$ cat src/rtl/serial_ripple_borrow_subtractor.sv
// Bit-serial unsigned subtractor: one difference bit per clock, borrow carried in a flop.
// Valid/ready on both sides; result is {borrow_out, difference}.
//
// state | meaning
// ------+------------------------------------------------------------
// IDLE  | waiting for operands, o_ready=1
// BUSY  | shifting operands LSB first, one bit per clock, o_busy=1
// DONE  | result held on o_result, o_valid=1 until i_ready
module serial_ripple_borrow_subtractor #(
    parameter int WIDTH = 10,
    parameter int CNT_W = $clog2(WIDTH+1)
) (
    input  logic             i_clk,
    input  logic             i_rst_n,
    input  logic             i_valid,
    output logic             o_ready,
    input  logic [WIDTH-1:0] i_sub_term1,
    input  logic [WIDTH-1:0] i_sub_term2,
    output logic             o_valid,
    input  logic             i_ready,
    output logic [WIDTH:0]   o_result,
    output logic             o_busy
);

    typedef enum logic [1:0] {IDLE, BUSY, DONE} state_t;

    localparam logic [CNT_W-1:0] LAST_BIT = CNT_W'(WIDTH - 1);

    state_t           state;
    logic [WIDTH-1:0] a_sr;
    logic [WIDTH-1:0] b_sr;
    logic [WIDTH-1:0] d_sr;
    logic             br;
    logic [CNT_W-1:0] cnt;
    logic             d_bit;
    logic             br_next;

    assign d_bit   = a_sr[0] ^ b_sr[0] ^ br;
    assign br_next = (~a_sr[0] & b_sr[0]) | (~(a_sr[0] ^ b_sr[0]) & br);

    always_ff @(posedge i_clk or negedge i_rst_n) begin
        if (!i_rst_n) begin
            state    <= IDLE;
            a_sr     <= '0;
            b_sr     <= '0;
            d_sr     <= '0;
            br       <= 1'b0;
            cnt      <= '0;
            o_result <= '0;
            o_ready  <= 1'b1;
            o_busy   <= 1'b0;
            o_valid  <= 1'b0;
        end else begin
            case (state)
                IDLE: begin
                    if (i_valid && o_ready) begin
                        a_sr    <= i_sub_term1;
                        b_sr    <= i_sub_term2;
                        br      <= 1'b0;
                        cnt     <= '0;
                        state   <= BUSY;
                        o_ready <= 1'b0;
                        o_busy  <= 1'b1;
                    end
                end
                BUSY: begin
                    a_sr <= a_sr >> 1;
                    b_sr <= b_sr >> 1;
                    d_sr <= {d_bit, d_sr[WIDTH-1:1]};
                    br   <= br_next;
                    cnt  <= cnt + CNT_W'(1);
                    // Last bit: d_sr still holds the lower WIDTH-1 bits one place too high.
                    if (cnt == LAST_BIT) begin
                        o_result <= {br_next, d_bit, d_sr[WIDTH-1:1]};
                        state    <= DONE;
                        o_busy   <= 1'b0;
                        o_valid  <= 1'b1;
                    end
                end
                DONE: begin
                    if (i_ready) begin
                        state   <= IDLE;
                        o_valid <= 1'b0;
                        o_ready <= 1'b1;
                    end
                end
                default: begin
                    state   <= IDLE;
                    o_valid <= 1'b0;
                    o_busy  <= 1'b0;
                    o_ready <= 1'b1;
                end
            endcase
        end
    end

endmodule

$ cat config.mk
export PLATFORM = sky130hd
export DESIGN_NAME = serial_ripple_borrow_subtractor
export DESIGN_NICKNAME = d
export VERILOG_FILES = /design/src/rtl/serial_ripple_borrow_subtractor.sv
export SDC_FILE = /design/constraint.sdc
export NUM_CORES = 1
export LEC_CHECK = 0
export BUFFER_PORTS_ARGS = -buffer_cell sky130_fd_sc_hd__buf_2
export CAP_MARGIN = 20
export CORE_MARGIN = 4
export CORE_UTILIZATION = 55
export CTS_CLUSTER_DIAMETER = 60
export DETAILED_ROUTE_END_ITERATION = 6
export PLACE_DENSITY = 0.78
export SYNTH_ARGS = -nofsm -noshare
export SYNTH_HDL_FRONTEND = slang
export SYNTH_SLANG_ARGS = --single-unit
$ cat constraint.sdc
create_clock -name i_clk -period 1.9 [get_ports i_clk]
set_clock_uncertainty 0.1 [all_clocks]
set_input_delay 0.38 -clock i_clk [delete_from_list [all_inputs] [get_ports i_clk]]
set_output_delay 0.38 -clock i_clk [all_outputs]
set_load 0.03 [all_outputs]
# Word-level counts from Yosys, hierarchy flattened
# Index checks and enable logic that the tools add are counted.
[word_totals]
output_inout_bits = 14
input_bits = 24
elab_cells = 56
ff_bits = 51
[classes]
addsub = 1
n_reduce_logical = 9
n_mux = 20
n_eq_ne = 6
bitwise = 10
[op_table]
columns = ["cell", "count"]
rows = [
  ["$pmux 10 s2", 2],
  ["$mux 10", 2],
  ["$reduce_and 3->1", 4],
  ["$pmux 1 s3", 3],
  ["$pmux 4 s2", 1],
  ["$mux 1", 6],
  ["$mux 2", 3],
  ["$ne 2x2->1 const B", 3],
  ["$pmux 2 s3", 1],
  ["$not 1->1", 5],
  ["$add 4x1->4 const B", 1],
  ["$eq 4x4->1 const B", 1],
  ["$mux 4", 1],
  ["$reduce_and 2->1", 2],
  ["$and 1x1->1", 2],
  ["$eq 2x1->1 const B", 1],
  ["$eq 2x2->1 const B", 1],
  ["$logic_not 2->1", 1],
  ["$pmux 1 s2", 1],
  ["$reduce_bool 2->1", 1],
  ["$xor 1x1->1", 2],
  ["$logic_and 1x1->1", 1],
  ["$or 1x1->1", 1],
]

# Depth between registers and ports, before layout
[logic_depth]
ltp_word = 5
mapped_depth = 7
ltp_nobuf = 5

# Worst setup path after synthesis
# OpenSTA, ideal clock, no wires.
[synth_path]
path_kind = "flip-flop to flip-flop"
from = "reg o_ready"
to = "reg cnt[3]"
path_buffers = 1
setup_slack_ns = 0.354
path_stages_with_launch = 5
period_less_slack_ns = 1.546
setup_time_ns = 0.121
arrival_time_ns = 1.325
t_required_ns = 1.679
cell_sequence = "dfstp_2 -> a21oi_1 -> or2_1 -> buf_6 -> a22o_1"
[synth_between]
elab_chain_cells = 3
[synth_rtl]
columns = ["element", "line", "source"]
rows = [
  ["from (decl)", "16", "output logic o_ready,"],
  ["from (signal assigned)", "50", "o_ready <= 1'b1;"],
  ["from (signal assigned)", "62", "o_ready <= 1'b0;"],
  ["from (signal assigned)", "84", "o_ready <= 1'b1;"],
  ["$logic_and 1x1->1", "56", "if (i_valid && o_ready) begin"],
  ["$ne 2x2->1 (no source line)", "n/a", ""],
  ["$reduce_and 2->1 (no source line)", "n/a", ""],
  ["to (signal assigned)", "71", "cnt <= cnt + CNT_W'(1);"],
  ["to (decl)", "34", "logic [CNT_W-1:0] cnt;"],
]
# No other way between the ends.
# A chain may end at the register's enable or synchronous reset.

# Worst setup path in the final report
[layout_path]
from = "reg state[0]"
to = "reg a_sr[4]"
[layout_between]
elab_chain_cells = 3
elab_cells_between_ends = 6
cone_classes = "eq/ne (2); mux (1); reduce/logical (3)"
[layout_rtl]
columns = ["element", "line", "source"]
rows = [
  ["from (decl)", "29", "state_t state;"],
  ["from (signal assigned)", "43", "state <= IDLE;"],
  ["from (signal assigned)", "61", "state <= BUSY;"],
  ["from (signal assigned)", "75", "state <= DONE;"],
  ["$eq 2x1->1 or $logic_not 2->1 (tied branches)", "54", "case (state)"],
  ["$reduce_bool 2->1 (no source line) or $ne 2x2->1 (tied branches)", "n/a", ""],
  ["$reduce_and 2->1 (no source line)", "n/a", ""],
  ["to (signal assigned)", "57", "a_sr <= i_sub_term1;"],
  ["to (signal assigned)", "67", "a_sr <= a_sr >> 1;"],
  ["to (decl)", "30", "logic [WIDTH-1:0] a_sr;"],
]
# Parallel ways exist; a longest one is shown, timed or not.

==> metrics.cfg <==
[sta]
rsz0062_at_grt = no
timing.setup.tns_ps = 0
min_period_ps = 1683
final_max_slew_viol_count = 0
setup_viol = 0
relSlewSlack_pct = 59.84
hold_violations = 0
tightest_slew_ps = 602.5
fin_crit_sh_pct = 88.57
fmax_mhz = 594.2

[synthesis]
syn_area_mm2 = 0.002262
synth_top_cell_by_area = dfrtp_1
avgSynthCellArea_um2 = 11.25
synth_nets = 228
synth_area_leaders = dfrtp_1 (54%), mux2i_1 (8.0%), o21ai_0 (7.5%)
yosysWarnings = 0
synth_top_area_share_pct = 54.20
seq_area_frac_synth_pct = 55.37
syn-instance-count = 201
synth-seq-cells = 50
yosys.cell_types.count = 35

[power_and_ir_drop]
vdd_drop_max_mv = 0.9386
leakagePower_nw = 1.333
pwr_density_cell_mw_per_mm2 = 1597
power_mw = 4.095

[finish]
diodes = 0
nets = 266
final_cell_mix = dfrtp_1 (49), buf_2 (37), o21ai_0 (34)
layout_commonest_cell = dfrtp_1
fin_util_pct = 64.09
design_area_mm2 = 0.002564
drive_gt1_share_pct = 27.08
final_cells = 290
synthToLayoutAreaGrowth_pct = 13.33

[drt]
via_count = 1572
totalWireLength_mm = 4.001
dr.first_iter.drc_count = 105
drtPass1Iterations = 4
via_per_inst = 5.421
drcViolationCount = 0
post_drt_wl_per_cell_um = 13.80
ant_nets = 0

[cts]
cts_tree = built
cts_buffers = 5
cts-root-buf = clkbuf_8
clk_latency_ps = 300
path_clk_slew_ps = 80
cts_max_level = 2
clockBufferDepth = 2
clock-sinks = 50

[global_route]
antenna_found_initial = 0
use_met3_pct = 5.540
use_met1_pct = 21.95
grt_max_degree = 35
overflow = 0
track_usage_pct = 16.80
grt_pass1_vias = 1509
grtUsageMet2_pct = 27.40
grt_busiest_layer = met2
grt_pass1_wl_mm = 6.810

[placement]
placedCellCount = 281
dpl-instance-area_mm2 = 0.002445
gp_congestion = 0.7692
hpwl_mm = 2.825
port_buffers = 37

[worst_setup_path]
arrival_ps = 1740
critical_path_required_ps = 1950
startpoint_type = register
worstPathMaxFanout = 20
criticalPathCategory = reg2reg
end_kind = register

[status]
outcome = finished clean

[die]
initial_core_util_pct = 56.55
fp.dieH_um = 72.13
core_mm2 = 0.004000
rows = 23
ios = 38
die_w_um = 72.13
die-area_mm2 = 0.005203

[min_path]
hold_class = in2reg

[job]
cap_violations = 0

[cell usage after synthesis]
cell type   n
and3b_1     2
a22o_1      1
o22ai_1     2
buf_12      2
o22a_1      1
nand2_2     1
a31oi_1     1
mux2i_1    18
nand2b_1    1
dfrtp_1    49
clkbuf_2    1
o21ai_1    10
clkbuf_1    3
buf_4       1
nand3b_1    1
buf_6       3
and2b_1     1
a22oi_1     2
xnor2_1     1
nand2b_4    1
o31ai_1     1
dfstp_2     1
fa_1        1
or2_1       1
a21oi_1     4
nor2_8      1
nor2_1      4
ha_1        2
nand3_1     2
inv_1       4
mux2_2     10
o21ai_0    34
buf_8       1
buf_2       2
nand2_1    31
[layout make-up]
type	count	area, µm²
multi-input combinational	134	872.1
inverter	4	15.01
fill	332	1436
clock buffer	5	68.82
sequential	50	1252
clock inverter	3	40.04
tap	50	62.56
timing repair buffer	44	252.7
[worst max-delay path: stages (launching register included)]
cell	delay, ps
dfrtp_1	520
a21oi_1	200
or2_1	520
o21ai_0	200
[registers in the layout, summed over array words and instances, names as in the netlist]
name,count
o_result,11
a_sr,10
b_sr,10
d_sr,9
cnt,4
state,2
br,1
o_busy,1
o_ready,1
o_valid,1
[power breakdown]
group	internal, mW	leakage (nW)	total [mW]	switching [mW]
Combinational	0.638	0.635	1.60	0.958
Clock	0.388	0.0579	0.725	0.337
Sequential	1.50	0.640	1.77	0.275
[worst paths after layout]
kind	end	from	slack [ps]	cells after the start
hold / removal	state[1]$_DFFE_PN0P_	i_ready	180	2
max in group asynchronous	o_ready$_DFFE_PN1P_	i_rst_n	690	3
hold reg to reg	o_result[3]$_DFFE_PN0P_	o_result[3]$_DFFE_PN0P_	400	1
min in group asynchronous	o_result[7]$_DFFE_PN0P_	i_rst_n	430	2
setup / recovery	a_sr[4]$_DFFE_PN0P_	state[0]$_DFFE_PN0P_	220	3
setup reg to reg	a_sr[4]$_DFFE_PN0P_	state[0]$_DFFE_PN0P_	220	3
[cells by family (layout without fill, tap and decap cells)]
kind of cell	after synthesis	in the layout	synth area share (%)
flops	50	50	55.37
buf+inv	17	56	6.084
xor+xnor	1	1	0.3872
simple gates	46	46	10.01
mux	28	28	12.94
fa+ha+maj	3	3	1.991
compound gates	56	56	13.22
[through the flow]
stage / hold WS, ps / setup WS, ps
after floorplan: -15.59 / 354.1
after global placement: 230.3 / 249.7
after detailed placement: 229.5 / 222.5
after CTS: 172.6 / 204.3
after global routing: 169.5 / 34.71
final: 182.5 / 217.2
[metal layers]
layer,vias to the layer above,share of wire [%]
li1,764,-
met1,771,46
met2,33,49
met3,4,4.5
met4,0,0.82
met5,-,0
[timing repair]
action / in CTS / in global routing
hold buffers: 1 / 0
hold endpoints to repair: 16 / 0
resized for setup: 0 / 0
setup endpoints to repair: 0 / 0
buffers inserted: 0 / 0
Power figures use the tool's default switching activity.
